--- src/rtl/udcnt_pkg.sv ---
// rtl/udcnt_pkg.sv - shared constants and load-clamp helper for udcnt_param
package udcnt_pkg;

  localparam int  MAX_W    = 16;
  localparam logic DIR_UP   = 1'b1;
  localparam logic DIR_DOWN = 1'b0;

  // Values are carried one bit wider than the largest counter so MODULUS == 2**16 fits.
  function automatic logic [MAX_W:0] clamp_load(input logic [MAX_W:0] value,
                                                input logic [MAX_W:0] modulus);
    return (value < modulus) ? value : (modulus - 1'b1);
  endfunction

endpackage

--- src/rtl/udcnt_bound.sv ---
// rtl/udcnt_bound.sv - boundary detector: q at MODULUS-1 (at_max) or at 0 (at_min)
module udcnt_bound
  import udcnt_pkg::*;
#(
  parameter int WIDTH   = 3,
  parameter int MODULUS = 2 ** WIDTH
) (
  input  logic [WIDTH-1:0] q,
  output logic             at_max,
  output logic             at_min
);

  localparam logic [WIDTH:0] MAX_V = (WIDTH + 1)'(MODULUS - 1);

  assign at_max = ({1'b0, q} == MAX_V);
  assign at_min = (q == '0);

endmodule

--- src/rtl/udcnt_param.sv ---
// rtl/udcnt_param.sv - parametrised up/down counter with load, tc and wrap pulse
// UDCNT_SAT_EN selects saturating mode; default build wraps around.
module udcnt_param
  import udcnt_pkg::*;
#(
  parameter int WIDTH     = 3,
  parameter int MODULUS   = 2 ** WIDTH,
  parameter int RESET_VAL = 0
) (
  input  logic             clk,
  input  logic             rst,
  input  logic             en,
  input  logic             ud,
  input  logic             load,
  input  logic [WIDTH-1:0] din,
  output logic [WIDTH-1:0] q,
  output logic             tc,
  output logic             wrap,
  output logic             ld_err
);

  generate
    if (WIDTH < 1 || WIDTH > MAX_W) begin : g_bad_width
      $error("udcnt_param: WIDTH out of range 1..16");
    end
    if (MODULUS < 2 || MODULUS > (2 ** WIDTH)) begin : g_bad_modulus
      $error("udcnt_param: MODULUS out of range 2..2**WIDTH");
    end
    if (RESET_VAL < 0 || RESET_VAL >= MODULUS) begin : g_bad_reset
      $error("udcnt_param: RESET_VAL must be below MODULUS");
    end
  endgenerate

  localparam logic [WIDTH-1:0] RST_V = WIDTH'(RESET_VAL);
  localparam logic [WIDTH-1:0] MAX_Q = WIDTH'(MODULUS - 1);
  localparam logic [MAX_W:0]   MOD_W = (MAX_W + 1)'(MODULUS);

  logic             at_max;
  logic             at_min;
  logic [WIDTH:0]   q_up;
  logic [WIDTH:0]   q_dn;
  logic [MAX_W:0]   din_w;
  logic             din_oor;

  udcnt_bound #(
    .WIDTH   (WIDTH),
    .MODULUS (MODULUS)
  ) u_bound (
    .q      (q),
    .at_max (at_max),
    .at_min (at_min)
  );

  // Step arithmetic one bit wide so q+1 at 2**WIDTH-1 never aliases to 0 early.
  assign q_up    = {1'b0, q} + 1'b1;
  assign q_dn    = {1'b0, q} - 1'b1;
  assign din_w   = (MAX_W + 1)'(din);
  assign din_oor = (din_w >= MOD_W);

  assign tc = en & ((ud & at_max) | (~ud & at_min));

  always_ff @(posedge clk) begin
    if (rst) begin
      q      <= RST_V;
      wrap   <= 1'b0;
      ld_err <= 1'b0;
    end else if (load) begin
      q      <= WIDTH'(clamp_load(din_w, MOD_W));
      wrap   <= 1'b0;
      ld_err <= din_oor;
    end else if (en) begin
      ld_err <= 1'b0;
      if (ud == DIR_UP) begin
        if (at_max) begin
`ifdef UDCNT_SAT_EN
          q <= MAX_Q;
`else
          q <= '0;
`endif
          wrap <= 1'b1;
        end else begin
          q    <= q_up[WIDTH-1:0];
          wrap <= 1'b0;
        end
      end else begin
        if (at_min) begin
`ifdef UDCNT_SAT_EN
          q <= '0;
`else
          q <= MAX_Q;
`endif
          wrap <= 1'b1;
        end else begin
          q    <= q_dn[WIDTH-1:0];
          wrap <= 1'b0;
        end
      end
    end else begin
      wrap   <= 1'b0;
      ld_err <= 1'b0;
    end
  end

endmodule

--- config.mk ---
export PLATFORM = sky130hd
export DESIGN_NAME = udcnt_param
export DESIGN_NICKNAME = d
export VERILOG_FILES = /design/src/rtl/udcnt_pkg.sv /design/src/rtl/udcnt_bound.sv /design/src/rtl/udcnt_param.sv
export SDC_FILE = /design/constraint.sdc
export NUM_CORES = 1
export LEC_CHECK = 0
export BUFFER_PORTS_ARGS = -buffer_cell sky130_fd_sc_hd__clkbuf_2
export CORE_AREA = 2 2 39 41
export CTS_BUF_LIST = sky130_fd_sc_hd__clkbuf_4 sky130_fd_sc_hd__clkbuf_8
export CTS_CLUSTER_SIZE = 24
export DETAILED_ROUTE_END_ITERATION = 12
export DIE_AREA = 0 0 41 43
export GPL_TIMING_DRIVEN = 0
export PLACE_DENSITY = 0.52
export SLEW_MARGIN = 15
export SYNTH_ARGS = -nofsm -noshare
export SYNTH_HDL_FRONTEND = slang
export SYNTH_SLANG_ARGS = --single-unit
--- constraint.sdc ---
create_clock -name clk -period 1.55 [get_ports clk]
set_input_delay 0.155 -clock clk [delete_from_list [all_inputs] [get_ports clk]]
set_output_delay 0.155 -clock clk [all_outputs]
set_load 0.03 [all_outputs]
==> results.yml, run 1 <==
synth:
  syn_area_um2: 307.8
  ys_ff_latch: 4
  syn_area_per_cell_um2: 8.100
  syn_nets: 50
  yosys.area.top_type: "dfxtp_1"
  syn-instance-count: 38
  synthArstFlopShare_pct: 0
  synth_edf_count: 0
  ys_seq_area_share_pct: 26.02
  synth_commonest_cells: "5 x a21oi_1, 4 x dfxtp_1, 4 x ha_1, 4 x inv_1, 3 x nor3b_1"
  yosysMostFrequentCell: "a21oi_1"
  yosysTopAreaCellShare_pct: 26.02
  yosys-top-cells-area: "dfxtp_1 26%, ha_1 16%, a21oi_1 8.1%"
  synth_warnings: 0
  ys_types: 20
  synthFlopType: "dfxtp_1"
layout:
  fill_cells: 145
  area_growth_pct: 52.03
  multi_input_area_um2: 229.0
  finalNetCount: 69
  fin_util_pct: 33.82
  drive_gt1_share_pct: 54.55
  diodes: 0
  design_area_um2: 467.9
  regArea_um2: 85.08
power:
  p_per_area_nw_per_um2: 780.8
  vdd_drop_max_v: 0.0002624
  total_power_uw: 365.4
  cellLeakagePower_uw: 0.0002131
setup_path:
  crit_chain: "ha_2, ha_2, a21oi_2, nor2_1, buf_4"
  slowest_stage: "dfxtp_4"
  path_common_cell: "ha_2"
  cp-startpoint: "q[0]"
  path_delay_family: "adder cells"
  rr_worst_depth: 5
  worst_path_largest_cell_delay_ns: 0.36
  reg2reg_from: "q[0]"
  r2r_slack_ns: 0.17
  path_class: "reg2out"
  end_kind: "output pin"
  critPathArrivalTime_ns: 1.33
  cp_num_buf_inv: 1
  cp_data_required_time_ns: 1.39
  critPathLaunchType: "flop"
  r2r_end: "q[1]"
  cp_max_fo: 5
detailed_routing:
  wl_per_cell_um: 10.73
  drt-pass1-iter-count: 2
  routed_wl_um: 762
  via_count: 319
  antenna_left: 0
  drtIter0Drc: 2
  route.detailed.drc: 0
  drt-vias-per-instance: 4.493
clock_tree:
  ctsHoldBuffers: 0
  cts_root_buf: "clkbuf_4"
  cts-buffers-inserted: 3
  cts.clk_slew.worst_paths_ns: 0.04
  clock_latency_ns: 0.23
  cts.sinks: 4
  htreeDepth: 1
  clockBufferDepth: 2
  cts_tree: "done"
placed_design:
  place_congestion: 0.7373
  post_dp_cell_area_um2: 384.1
  io_buffers: 11
  dpl_worst_slack_ns: 0.1524
floorplan:
  dieArea_um2: 1763
  initial_utilization_pct: 22.24
  rows: 14
  io_pins: 14
  die_h_um: 43
  die_w_um: 41
  core_um2: 1384
sta:
  hold_viol: 0
  skew_ns: 0.003865
  fin_crit_sh_pct: 96.03
  finalWorstSetupSlack_ns: 0.06148
  drv_slew: 0
  fmax_ghz: 0.6718
  setup_viol: 0
  timing.final.crit_period_ns: 1.489
global_route:
  antenna_found_initial: 0
  grt_max_degree: 10
  first_global_vias: 300
  grt_pass1_wl_um: 1145
  grt_overflow_total: 0
  grt_usage_pct: 9.319
worst_hold_path:
  hold_end: "q[0]"
  hp-start: "rst"
  hold_path_depth: 2
  hold_path.class: "in2reg"
run:
  drv_cap: 0
run_status:
  outcome: "finished, final reports clean"
## cells by family (layout without fill, tap and decap cells)
logic type | count (synthesis) | in the layout | share of synthesized area, %
compound gates | 11 | 11 | 22.36
fa+ha+maj | 4 | 4 | 16.26
buf+inv | 7 | 24 | 10.16
flops | 4 | 4 | 26.02
other cells | 1 | 1 | 1.218
simple gates | 11 | 11 | 23.99
## per-layer routing
metal  wire length, um  up-vias  GRT usage [%]
li1                  -      169              -
met1               351      136          12.78
met2               338       14          13.75
met3                72        0          4.712
met4                 0        0              0
met5                 0        -              0
## power by group
part           internal (uW)  switching [uW]
logic                   55.9            62.9
registers                111            12.5
clock network           86.2            36.6
total                    253             112
## timing repair
item	4_1_cts	5_1_grt
gates resized for setup	7	6
endpoints found under the setup margin	1	1
pin swaps	1	2
buffers inserted	2	1
## state kept, by name, summed over array words and instances, names as in the netlist
register  cells
q             3
wrap          1
## layout by cell type, fill, tap and decap left out
cell,synthesis,routed
a21oi_1,5,4
a21oi_2,0,1
a221o_1,1,1
a221oi_1,1,1
buf_2,1,1
buf_4,1,5
clkbuf_2,0,10
clkbuf_4,0,3
conb_1,1,1
dfxtp_1,4,2
dfxtp_2,0,1
dfxtp_4,0,1
ha_1,4,1
ha_2,0,2
ha_4,0,1
inv_1,4,2
inv_2,1,3
nand2b_1,1,1
nand3b_1,1,1
nor2_1,2,2
nor2b_1,2,2
nor3b_1,3,2
nor3b_4,0,1
nor4_1,1,1
o21ai_0,2,2
o22ai_1,1,1
o32ai_1,1,1
or3_4,1,1
## metrics by stage
stage | TNS [ns] | hold WS [ns] | instances
after global routing | -0.003543 | 0.1410 | 71
after CTS | 0 | 0.1302 | 70
after detailed placement | 0 | 0.3795 | 65
after global placement | 0 | 0.3897 | 65
after floorplan | 0 | 0.2262 | 38
final | 0 | 0.1468 | 71
## final cells by class
cell class,count,area share [%]
plain buffers,2,2.674
clock buffers,3,4.813
inverters,5,4.011
multi-input cells,27,48.93
flip-flops and latches,4,18.18
well taps,16,4.278
repair buffers,14,17.11
## how the worst max path moves through the flow
stage	slack [ns]	depth (start not counted)	endpoint
finish	0.06	5	tc
global route	-0.004	5	tc
CTS	0.01	5	tc
detailed placement	0.15	5	q[1]
global placement	0.14	6	tc
floorplan	0.01	5	tc
Note: power is estimated with default switching activity, not from simulation.
==> run 2, diff against run 1 <==
--- a/config.mk
+++ b/config.mk
@@ -5,14 +5,16 @@
 export SDC_FILE = /design/constraint.sdc
 export NUM_CORES = 1
 export LEC_CHECK = 0
+export ABC_AREA = 1
 export BUFFER_PORTS_ARGS = -buffer_cell sky130_fd_sc_hd__clkbuf_2
 export CORE_AREA = 2 2 39 41
 export CTS_BUF_LIST = sky130_fd_sc_hd__clkbuf_4 sky130_fd_sc_hd__clkbuf_8
+export CTS_CLUSTER_DIAMETER = 150
 export CTS_CLUSTER_SIZE = 24
 export DETAILED_ROUTE_END_ITERATION = 12
 export DIE_AREA = 0 0 41 43
 export GPL_TIMING_DRIVEN = 0
-export PLACE_DENSITY = 0.52
+export PLACE_DENSITY = 0.54
 export SLEW_MARGIN = 15
 export SYNTH_ARGS = -nofsm -noshare
 export SYNTH_HDL_FRONTEND = slang
==> run 2 against run 1 <==
Against the previous run:
- largest cell class unchanged
- wire length fell by 2.5%
- non-clock buffer count is 3 lower
- synthesized cell count increased by 39%
- clock skew decreased by 0.0035 ns
- first-iteration DRC count grew to 4.0 times the previous value
==> results.yml, run 2 <==
layout:
  area_growth_pct: 36.47
  drive_gt1_share_pct: 36.76
  regMostFlops: "q"
  mostFrequentLayoutCells: "13 x nand2_1, 11 x clkbuf_2, 10 x inv_1"
  fin_util_pct: 32.82
  diodes: 0
  largest_register_ffs: 3
  multi_input_area_um2: 221.5
  finalNetCount: 82
  regArea_um2: 82.58
  fill_cells: 167
  reg_top3: "q (3), wrap (1)"
  layout_commonest_cell: "nand2_1"
synth:
  syn_area_per_cell_um2: 6.280
  synthArstFlopShare_pct: 0
  yosys-top-cells-area: "dfxtp_1 24%, nand2_1 16%, ha_1 15%"
  syn_area_um2: 332.8
  synth_compound_area_share_pct: 16.92
  synth_warnings: 0
  synth_top_family_by_area: "simple AND/OR/NAND/NOR gates"
  synthMuxAreaShare_pct: 0
  yosys.area.top_type: "dfxtp_1"
  synth_edf_count: 0
  yosysTopAreaCellShare_pct: 24.06
  synth_commonest_cells: "14 x nand2_1, 10 x inv_1, 6 x nor2_1"
  ys_seq_area_share_pct: 24.06
  ys_ff_latch: 4
  syn_nets: 65
  synthFlopType: "dfxtp_1"
  yosysMostFrequentCell: "nand2_1"
  synthXorXnorAreaFrac_pct: 0
  ys_types: 15
  yosys.area_share.adder_pct: 15.04
  syn-instance-count: 53
  yosys.area_share.simple_pct: 29.32
floorplan:
  io_pins: 14
  dieArea_um2: 1763
  die_h_um: 43
  core_um2: 1384
  rows: 14
  initial_utilization_pct: 24.05
  die_w_um: 41
setup_path:
  critPathLaunchType: "flop"
  end_kind: "output pin"
  cp_data_required_time_ns: 1.39
  critPathArrivalTime_ns: 1.32
  rr_worst_depth: 7
  r2r_slack_ns: 0.37
  crit_cells: 5
  path_delay_family: "flip-flops"
  cp-startpoint: "q[0]"
  r2r_end: "q[0]"
  slowest_stage: "dfxtp_2"
  cp_num_buf_inv: 1
  crit_path_end: "tc"
  reg2reg_from: "q[0]"
  path_class: "reg2out"
  worst_path_largest_cell_delay_ns: 0.37
  cp_max_fo: 5
  crit_chain: "ha_1, ha_2, nand2_2, a21oi_2, buf_4"
sta:
  setup_viol: 0
  rsz0062_at_grt: "no"
  drv_slew: 0
  skew_ns: 0.0004072
  fmax_ghz: 0.6777
  timing.final.crit_period_ns: 1.476
  finalSetupTns_ns: 0
  hold_viol: 0
  fin_crit_sh_pct: 95.19
power:
  p_per_area_nw_per_um2: 772.4
  vdd_drop_max_v: 0.0004464
  cellLeakagePower_uw: 0.0002537
detailed_routing:
  drtIter0Drc: 8
  drt-vias-per-instance: 4.274
  drt-pass1-iter-count: 4
  wl_per_cell_um: 8.845
  via_count: 359
  routed_wl_um: 743
  route.detailed.drc: 0
  antenna_left: 0
run:
  drv_cap: 0
clock_tree:
  clockBufferDepth: 2
  cts.clk_slew.worst_paths_ns: 0.04
  ctsHoldBuffers: 0
  cts.sinks: 4
  post-cts-setup-buffer-count: 0
  clock_latency_ns: 0.24
  cts_root_buf: "clkbuf_4"
  cts-buffers-inserted: 3
  cts_tree: "done"
  htreeDepth: 1
placed_design:
  place_congestion: 0.7756
  io_buffers: 12
  dp_hpwl_um: 593.1
global_route:
  grt_overflow_total: 0
  grt_max_degree: 6
  grt_pass1_wl_um: 1152
  first_global_vias: 277
  grt_usage_pct: 10.54
  antenna_found_initial: 0
worst_hold_path:
  hold_path.class: "in2reg"
run_status:
  outcome: "finished, final reports clean"
## run 2: cell types whose count changed after synthesis, sizes merged, moves of 2 or more
cell / before / now
a21boi: 0 / 2
inv: 5 / 10
nand2: 0 / 14
nand3: 0 / 2
nor2: 2 / 8
nor2b: 2 / 0
nor3b: 3 / 0
## run 2: cell type report
type | count | area share, %
tap | 16 | 4.408
inverter | 10 | 8.264
multi-input combinational | 38 | 48.76
sequential | 4 | 18.18
timing repair buffer | 12 | 13.77
buffer | 1 | 1.653
clock buffer | 3 | 4.959
## run 2: cell families (layout without fill, tap and decap cells)
| kind of cell | Yosys count | in the layout |
|---|---|---|
| AOI/OAI and AO/OA | 9 | 9 |
| adders and majority gates | 4 | 4 |
| buffers and inverters | 11 | 26 |
| DFF | 4 | 4 |
| other | 1 | 1 |
| and+or+nand+nor | 24 | 24 |
## run 2: what timing repair did
item,CTS,global route
gates resized for setup,1,7
setup endpoints to repair,1,1
hold endpoints to repair,0,0
## run 2: worst min-delay path by stage
stage	from	to	slack, ns	cells past startpoint
floorplan	rst	q[0]	0.22	1
global placement	rst	q[0]	0.39	2
detailed placement	rst	q[0]	0.39	2
CTS	rst	q[0]	0.14	2
global route	rst	q[0]	0.13	2
finish	rst	q[0]	0.14	2
## run 2: through the flow
stage,hold slack (ns),instance area [um2],power (uW),setup slack (ns),std cells
after floorplan,0.2174,336.6,188.0,0.08345,53
after global placement,0.3898,416.7,218.0,0.1882,81
after detailed placement,0.3901,416.7,219.6,0.2023,81
after CTS,0.1351,440.4,351.9,0.01373,84
after global routing,0.1264,454.2,384.5,0.008650,84
final,0.1350,454.2,350.8,0.07449,84
## run 2: power by group
part | total [uW] | leakage [uW] | switching (uW) | internal (uW)
sequential | 119 | 0.0000336 | 7.77 | 111
combinational | 103 | 0.000206 | 64.3 | 38.6
clock | 129 | 0.0000138 | 42.3 | 86.6
## run 2: metal layers
metal / global-route usage (%) / up-vias / wire length [um]
li1: - / 189 / -
met5: 0 / - / 0
met4: 4.000 / 0 / 0
met3: 7.853 / 0 / 44
met1: 13.18 / 160 / 329
met2: 13.44 / 10 / 369
